## src/rtl/mult_pkg.sv

```systemverilog
// Shared definitions for the sequential-multiplier stream feeder.
//   feeder_state_t : control states of the feeder FSM
//   prod_width()   : product width for a given operand width (2*WIDTH)
//   mul_cycles()   : multiplier occupancy in cycles for a given operand width
//   PROD_WIDTH / MUL_CYCLES : the above evaluated at the default WIDTH of 4
package mult_pkg;

  typedef enum logic [2:0] {
    IDLE   = 3'd0,
    ISSUE  = 3'd1,
    BUSY   = 3'd2,
    SETTLE = 3'd3,
    HOLD   = 3'd4
  } feeder_state_t;

  function automatic int prod_width(input int width);
    return 2 * width;
  endfunction

  function automatic int mul_cycles(input int width);
    return 2 * width + 3;
  endfunction

  localparam int DEFAULT_WIDTH = 4;
  localparam int PROD_WIDTH    = prod_width(DEFAULT_WIDTH);
  localparam int MUL_CYCLES    = mul_cycles(DEFAULT_WIDTH);

endpackage

```

## src/rtl/mult_operand_fifo.sv

```systemverilog
// Operand-pair FIFO for the multiplier feeder.
// Ports:
//   clk, rst_n  : clock, asynchronous active-low reset (empties the FIFO)
//   push        : write push_data (ignored when full)
//   push_data   : {multiplicand, multiplier}, 2*WIDTH bits
//   pop         : discard the head entry (ignored when empty)
//   pop_data    : head entry, valid whenever empty is low
//   full, empty : occupancy flags
module mult_operand_fifo
  import mult_pkg::*;
#(
  parameter int WIDTH = 4,
  parameter int DEPTH = 2
) (
  input  logic                         clk,
  input  logic                         rst_n,
  input  logic                         push,
  input  logic [prod_width(WIDTH)-1:0] push_data,
  input  logic                         pop,
  output logic [prod_width(WIDTH)-1:0] pop_data,
  output logic                         full,
  output logic                         empty
);

  localparam int DW = prod_width(WIDTH);
  localparam int AW = $clog2(DEPTH);

  // One extra pointer bit: equal addresses with differing MSBs means full.
  logic [AW:0]   wr_ptr;
  logic [AW:0]   rd_ptr;
  logic [DW-1:0] mem [DEPTH];

  logic do_push;
  logic do_pop;

  assign empty    = (wr_ptr == rd_ptr);
  assign full     = (wr_ptr[AW] != rd_ptr[AW]) && (wr_ptr[AW-1:0] == rd_ptr[AW-1:0]);
  assign do_push  = push && !full;
  assign do_pop   = pop && !empty;
  assign pop_data = mem[rd_ptr[AW-1:0]];

  always_ff @(posedge clk or negedge rst_n) begin
    if (!rst_n) begin
      wr_ptr <= '0;
      rd_ptr <= '0;
    end else begin
      if (do_push) wr_ptr <= wr_ptr + 1'b1;
      if (do_pop)  rd_ptr <= rd_ptr + 1'b1;
    end
  end

  // Storage carries no reset; the pointers alone define what is valid.
  always_ff @(posedge clk) begin
    if (do_push) mem[wr_ptr[AW-1:0]] <= push_data;
  end

endmodule

```

## src/rtl/mult_stream_feeder.sv

```systemverilog
// Stream wrapper around a constant-time sequential multiplier.
// Buffers operand pairs, issues one start pulse per pair, holds operands
// stable for the multiplier, captures the product after mul_done and offers
// it on an output valid/ready stream.
// Ports:
//   clk, rst_n                       : clock, asynchronous active-low reset
//   in_valid/in_ready                : operand input handshake
//   in_multiplicand/in_multiplier    : operand pair, WIDTH bits each
//   mul_start                        : one-cycle start pulse to the multiplier
//   mul_multiplicand/mul_multiplier  : operands held for the running job
//   mul_done                         : productDone from the multiplier
//   mul_product                      : multiplier product register, 2*WIDTH
//   out_valid/out_ready              : result output handshake
//   out_product                      : captured product, 2*WIDTH
module mult_stream_feeder
  import mult_pkg::*;
#(
  parameter int WIDTH = 4,
  parameter int DEPTH = 2
) (
  input  logic                         clk,
  input  logic                         rst_n,
  input  logic                         in_valid,
  output logic                         in_ready,
  input  logic [WIDTH-1:0]             in_multiplicand,
  input  logic [WIDTH-1:0]             in_multiplier,
  output logic                         mul_start,
  output logic [WIDTH-1:0]             mul_multiplicand,
  output logic [WIDTH-1:0]             mul_multiplier,
  input  logic                         mul_done,
  input  logic [prod_width(WIDTH)-1:0] mul_product,
  output logic                         out_valid,
  input  logic                         out_ready,
  output logic [prod_width(WIDTH)-1:0] out_product
);

  localparam int PW = prod_width(WIDTH);

  feeder_state_t state;

  logic          fifo_full;
  logic          fifo_empty;
  logic          fifo_pop;
  logic [PW-1:0] fifo_head;
  logic          slot_free;
  logic          capture;

  assign in_ready  = !fifo_full;
  assign fifo_pop  = (state == IDLE) && !fifo_empty;
  // The result slot can take a new product if it is empty or being drained now.
  assign slot_free = !out_valid || out_ready;
  assign capture   = ((state == SETTLE) || (state == HOLD)) && slot_free;

  mult_operand_fifo #(
    .WIDTH (WIDTH),
    .DEPTH (DEPTH)
  ) u_fifo (
    .clk       (clk),
    .rst_n     (rst_n),
    .push      (in_valid && in_ready),
    .push_data ({in_multiplicand, in_multiplier}),
    .pop       (fifo_pop),
    .pop_data  (fifo_head),
    .full      (fifo_full),
    .empty     (fifo_empty)
  );

  always_ff @(posedge clk or negedge rst_n) begin
    if (!rst_n) begin
      state            <= IDLE;
      mul_start        <= 1'b0;
      mul_multiplicand <= '0;
      mul_multiplier   <= '0;
      out_valid        <= 1'b0;
      out_product      <= '0;
    end else begin
      mul_start <= 1'b0;

      case (state)
        IDLE: begin
          if (!fifo_empty) begin
            mul_multiplicand <= fifo_head[PW-1:WIDTH];
            mul_multiplier   <= fifo_head[WIDTH-1:0];
            mul_start        <= 1'b1;
            state            <= ISSUE;
          end
        end
        ISSUE: state <= BUSY;
        // The last shift lands on the edge leaving mul_done, so the product
        // is only sampled one cycle later, in SETTLE.
        BUSY: begin
          if (mul_done) state <= SETTLE;
        end
        SETTLE: state <= slot_free ? IDLE : HOLD;
        // Multiplier idles without reloading, so mul_product stays valid here.
        HOLD: begin
          if (slot_free) state <= IDLE;
        end
        default: state <= IDLE;
      endcase

      if (capture) begin
        out_product <= mul_product;
        out_valid   <= 1'b1;
      end else if (out_valid && out_ready) begin
        out_valid <= 1'b0;
      end
    end
  end

endmodule
```

## config.mk

```make
export PLATFORM = sky130hd
export DESIGN_NAME = mult_stream_feeder
export DESIGN_NICKNAME = d
export VERILOG_FILES = /design/src/rtl/mult_pkg.sv /design/src/rtl/mult_operand_fifo.sv /design/src/rtl/mult_stream_feeder.sv
export SDC_FILE = /design/constraint.sdc
export NUM_CORES = 1
export LEC_CHECK = 0
export CORE_MARGIN = 2
export CORE_UTILIZATION = 30
export CTS_CLUSTER_SIZE = 30
export DETAILED_ROUTE_END_ITERATION = 16
export PLACE_DENSITY = 0.58
export SLEW_MARGIN = 25
export SYNTH_ARGS = -nofsm -noshare
export SYNTH_HDL_FRONTEND = slang
export SYNTH_SLANG_ARGS = --single-unit
```

## constraint.sdc

```tcl
create_clock -name clk -period 2.4 [get_ports clk]
set_clock_uncertainty 0.15 [all_clocks]
set_input_delay 0.6 -clock clk [delete_from_list [all_inputs] [get_ports clk]]
set_output_delay 0.6 -clock clk [all_outputs]
set_load 0.05 [all_outputs]
```

==> impl_metrics.py, run 1 <==
metrics = {
    "status": {
        "status": "finished clean",
    },
    "setup_path": {
        "startpoint_type": "flip-flop",
        "critPathKind": "reg -> out",
        "r2r-end": "u_fifo.mem[1][7]",
        "r2r-start": "u_fifo.rd_ptr[1]",
        "arrival_ps": 1570,
        "cp_max_fo": 6,
        "cp.required_ps": 1650,
        "regToRegSetupSlack_ps": 490,
        "ff2ff_path_depth": 3,
        "crit_path_end_kind": "output pin",
    },
    "hold_path": {
        "hold_path_class": "reg -> reg",
        "whs_path_depth": 1,
        "min_to": "u_fifo.rd_ptr[1]",
        "min_from": "u_fifo.rd_ptr[1]",
    },
    "timing": {
        "timing.final.crit_share": 0.966,
        "setup_viol": 0,
        "tightest_slew_ps": 594,
        "fmax_mhz": 431,
        "rsz0062_at_grt": "false",
        "hold_viol": 0,
        "holdWs_ps": 341,
        "fin_setup_tns_ps": 0,
        "drv_slew": 0,
        "period_needed_ps": 2320,
        "slew_headroom": 0.601,
    },
    "global_routing": {
        "grt_antenna_before_repair": 0,
        "grt-ovfl-total": 0,
        "grt_pass1_vias": 964,
        "grt_pass1_wl_mm": 4.82,
        "grtUsageTotal": 0.106,
        "grt_max_degree": 26,
    },
    "floorplanning": {
        "die_h_um": 76.8,
        "core_um2": 5110,
        "num_rows": 26,
        "die-area_um2": 5900,
        "initial_core_util": 0.312,
        "dieWidth_um": 76.8,
        "design.portCount": 40,
    },
    "detailed_routing": {
        "wl_per_cell_um": 13.4,
        "wl_mm": 2.86,
        "drcViolationCount": 0,
        "viasPerCell": 4.30,
        "vias": 915,
        "ant_nets": 0,
        "drt_iter0_drc": 29,
        "dr.pass1.iters": 4,
    },
    "clock_tree": {
        "clkTransAtPathRegs_ps": 70,
        "h-tree-depth": 2,
        "cts_root_buf": "clkbuf_8",
        "cts_tree": "yes",
        "cts_resized": 0,
        "clkSinkCount": 41,
        "clockBufferDepth": 2,
        "post_cts_buffers": 0,
        "clk-insertion-delay-late_ps": 290,
        "cts_hold_buf": 0,
        "cts_made_buffers": 5,
    },
    "placed_design": {
        "gp_congestion": 0.727,
        "io_buffer_count": 39,
        "dp_hpwl_mm": 2.08,
    },
    "final_layout": {
        "drive_above_1_share": 0.266,
        "final_nets": 163,
        "area_growth_pct": 38.1,
        "n_antenna_cell": 0,
        "fill_cells": 472,
    },
    "yosys": {
        "synth_area_um2": 1590,
        "synth_seq_cells": 41,
        "yosys-top-cells-count": "dfrtp_1, mux2_2, edfxtp_1, xnor2_1, nor2_1",
        "postSynthCellCount": 96,
        "ys.warnings.count": 0,
        "async_flop_share": 0.610,
        "ys_types": 19,
        "synth_ff_type": "dfrtp_1",
        "synth_top_area_cell": "dfrtp_1",
        "synthDominantCellAreaShare": 0.393,
        "synth_fp_nets": 117,
        "ys_seq_area_frac": 0.695,
        "yosysMostFrequentCell": "dfrtp_1",
        "synth_enable_flop_cells": 16,
        "yosys-top-cells-area": "dfrtp_1, edfxtp_1, mux2_2",
        "avgSynthCellArea_um2": 16.6,
    },
    "run": {
        "drv_cap": 0,
    },
}
layout by cell type, fill, tap and decap left out:
cell | synthesis | layout
nand2b_1 | 2 | 2
and3b_2 | 1 | 1
nor2_1 | 4 | 4
edfxtp_1 | 16 | 16
a21o_1 | 1 | 1
a21oi_4 | 1 | 1
dfrtp_1 | 25 | 25
nand2_1 | 2 | 2
clkbuf_1 | 0 | 1
buf_12 | 0 | 1
xnor2_1 | 6 | 6
mux2_2 | 24 | 24
nor3b_1 | 1 | 1
o21a_1 | 1 | 1
clkinv_4 | 0 | 1
inv_1 | 2 | 2
xor2_1 | 2 | 2
o211ai_1 | 1 | 1
buf_4 | 0 | 3
bufinv_16 | 0 | 1
clkbuf_8 | 0 | 5
or3_4 | 1 | 1
a211oi_1 | 2 | 2
o21ai_0 | 1 | 1
clkdlybuf4s50_1 | 0 | 38
sequential cells by signal, indices dropped and copies added (netlist names):
register and flops:
u_fifo.wr_ptr 2, u_fifo.mem 16, mul_start 1, mul_multiplier 4
out_product 8, mul_multiplicand 4, state 3, out_valid 1
u_fifo.rd_ptr 2
through the flow:
stage | setup WS (ps) | cells | instance area (um2) | utilization
2_1_floorplan | 367 | 96 | 1590 | -
3_3_place_gp | 250 | 205 | 2090 | 0.409
3_5_place_dp | 195 | 205 | 2090 | 0.409
4_1_cts | 73.1 | 213 | 2200 | 0.430
5_1_grt | 14.7 | 213 | 2200 | 0.430
6_report | 80.8 | 213 | 2200 | 0.430
how the worst max path moves through the flow:
stage | to | cells after the start | startpoint | slack (ps)
2_1_floorplan | in_ready | 2 | u_fifo.rd_ptr[1] | 370
3_3_place_gp | out_product[1] | 4 | out_ready | 250
3_5_place_dp | out_product[7] | 4 | out_ready | 190
4_1_cts | in_ready | 3 | u_fifo.rd_ptr[1] | 70
5_1_grt | in_ready | 3 | u_fifo.rd_ptr[1] | 10
6_report | in_ready | 3 | u_fifo.rd_ptr[1] | 80
cells by family (layout without fill, tap and decap cells):
group,count (synthesis),count (layout),share of synthesized area
compound gates,7,7,0.0370
xor+xnor,8,8,0.0440
buf+inv,5,52,0.0141
flops,41,41,0.695
mux,24,24,0.170
simple gates,11,11,0.0401
per-layer routing:
layer	share of wire	track usage	routed length, um
met5	0	0	0
met4	0.022	0.0545	63
met3	0.040	0.0353	114
met2	0.52	0.175	1470
met1	0.42	0.123	1210
final cells by class:
cell class | instances | area (um2) | area share
repair buffers | 42 | 423 | 0.192
multi-input cells | 50 | 463 | 0.211
flip-flops and latches | 41 | 1110 | 0.503
clock inverters | 2 | 38.8 | 0.0176
inverters | 2 | 7.51 | 0.00341
well taps | 70 | 87.6 | 0.0398
clock buffers | 6 | 72.6 | 0.0330
worst max-delay path: stages, from the launching register on:
cell and delay, ps:
dfrtp_1 400, xnor2_1 510, nand2b_1 230, buf_12 150
Power of run 1 is left out: the tool's default activity adds up to more than one toggle a clock period on the data nets, which glitch-free logic cannot reach.
==> run 2, diff against run 1 <==
Settings changed: GPL_ROUTABILITY_DRIVEN from default to 0, SLEW_MARGIN 25 to 5.
==> results of run 2 <==
Same layout as run 1: the final DEF is identical, and so are final timing and power.
Power of run 2 is left out for the same reason.
==> run 3, diff against run 2 <==
Settings changed: GPL_ROUTABILITY_DRIVEN 0 to default.
Clock period 2.4 ns to 2.3 ns, I/O delays scaled along.
==> run 3 against run 2 <==
  * First-iteration DRC count grew 93%
  * Clock-buffer cell count is the same
  * Critical endpoint is now mul_multiplicand[3]
  * Highest routed layer unchanged
  * Setup slack gained 34 ps
  * Via count rose by 0.22%
  * Die area is the same
  * Register-to-register slack got worse by 20 ps
  * Cell count is the same
==> impl_metrics.py, run 3 (same netlist as run 1, synthesis figures left out) <==
metrics = {
    "timing": {
        "setup_viol": 0,
        "tightest_slew_ps": 510,
        "timing.final.crit_share": 0.950,
        "slew_headroom": 0.659,
        "drv_slew": 0,
        "fin_setup_tns_ps": 0,
        "fmax_mhz": 458,
        "hold_viol": 0,
        "period_needed_ps": 2180,
        "rsz0062_at_grt": "false",
    },
    "clock_tree": {
        "cts_hold_buf": 0,
        "cts_tree": "yes",
        "cts_root_buf": "clkbuf_8",
        "h-tree-depth": 2,
        "post_cts_buffers": 0,
        "clk-insertion-delay-late_ps": 290,
        "clkTransAtPathRegs_ps": 80,
        "cts_made_buffers": 5,
        "clockBufferDepth": 2,
        "clkSinkCount": 41,
    },
    "global_routing": {
        "grt_pass1_wl_mm": 4.84,
        "grtUsageTotal": 0.107,
        "grt_pass1_vias": 980,
        "grt_antenna_before_repair": 0,
        "grt_max_degree": 26,
        "grt-ovfl-total": 0,
    },
    "detailed_routing": {
        "drt_iter0_drc": 56,
        "viasPerCell": 4.31,
        "dr.pass1.iters": 4,
        "wl_mm": 2.92,
        "wl_per_cell_um": 13.7,
        "ant_nets": 0,
        "vias": 917,
        "drcViolationCount": 0,
    },
    "floorplanning": {
        "initial_core_util": 0.312,
        "die_h_um": 76.8,
        "die-area_um2": 5900,
        "design.portCount": 40,
        "dieWidth_um": 76.8,
        "core_um2": 5110,
        "num_rows": 26,
    },
    "final_layout": {
        "final_cell_mix": "clkdlybuf4s50_1, dfrtp_1, mux2_2",
        "instances_no_fill": 213,
        "n_antenna_cell": 0,
        "largest_reg_flops": 16,
        "fill_cells": 480,
        "seq_area_um2": 1110,
        "area_growth_pct": 38.1,
        "drive_above_1_share": 0.287,
        "final_nets": 163,
        "final_area_um2": 2200,
        "multi_input_area_um2": 478,
        "layout_commonest_cell": "clkdlybuf4s50_1",
    },
    "setup_path": {
        "regToRegSetupSlack_ps": 470,
        "r2r-end": "mul_multiplier[3]",
        "cp_max_fo": 2,
        "critPathKind": "reg -> out",
        "critPathTopFamily": "buffers and inverters",
        "cp.required_ps": 1570,
        "path_cells": "clkdlybuf4s50_1",
        "slowest_delay_ps": 810,
        "r2r-start": "state[0]",
        "crit_path_top_delay_cell": "clkdlybuf4s50_1",
        "crit_path_end_kind": "output pin",
        "startpoint_type": "flip-flop",
        "arrival_ps": 1460,
        "ff2ff_path_depth": 3,
        "cp_num_buf_inv": 1,
    },
    "hold_path": {
        "min_from": "out_product[1]",
        "min_to": "out_product[1]",
        "whs_path_depth": 1,
        "hold_path_class": "reg -> reg",
    },
    "placed_design": {
        "placedCellCount": 205,
        "gp_congestion": 0.727,
        "io_buffer_count": 39,
        "dp_hpwl_mm": 2.07,
        "post_dp_cell_area_um2": 2090,
    },
    "status": {
        "status": "finished clean",
    },
    "run": {
        "drv_cap": 0,
    },
}
==> run 3: cell types whose count changed in the layout (fill, tap and decap cells not counted) <==
cell	delta
xnor2_2	+2
clkbuf_8	+1
clkbuf_1	-1
bufinv_16	-1
clkinv_2	+1
xnor2_1	-2
==> run 3: how the worst max path moves through the flow <==
stage | slack (ps) | startpoint | cells after the start | to
detailed placement | 100 | out_ready | 4 | out_product[5]
finish | 120 | mul_multiplicand[3] | 1 | mul_multiplicand[3]
global route | 60 | mul_multiplier[2] | 1 | mul_multiplier[2]
global placement | 180 | out_ready | 4 | out_product[1]
CTS | 90 | mul_multiplicand[3] | 1 | mul_multiplicand[3]
floorplan | 290 | u_fifo.rd_ptr[1] | 2 | in_ready
==> run 3: area by class of cell <==
class,count,area share
Sequential cell,41,0.503
Multi-Input combinational cell,50,0.217
Timing Repair Buffer,42,0.192
Tap cell,70,0.0398
Clock buffer,6,0.0376
Clock inverter,2,0.00626
Inverter,2,0.00341
==> run 3: metal layers <==
layer  track usage  up-vias  part of all wire
li1              -      434                 -
met1         0.119      454              0.43
met3        0.0353        7             0.041
met5             0        -                 0
met4        0.0600        0             0.025
met2         0.179       22              0.51
==> run 3: through the flow <==
step / hold WS, ps / setup slack, ps / utilization
5_1_grt: 378 / 56.8 / 0.430
3_5_place_dp: 333 / 105 / 0.409
4_1_cts: 361 / 85.4 / 0.429
2_1_floorplan: 129 / 292 / -
3_3_place_gp: 327 / 175 / 0.409
6_report: 359 / 115 / 0.430
==> run 3: timing repair <==
| action | 4_1_cts | 5_1_grt |
|---|---|---|
| gates resized for setup | 1 | 1 |
| pin swaps | 0 | 0 |
| gates cloned | 0 | 0 |
| endpoints found under the setup margin | 1 | 1 |
Power of run 3 is left out for the same reason.
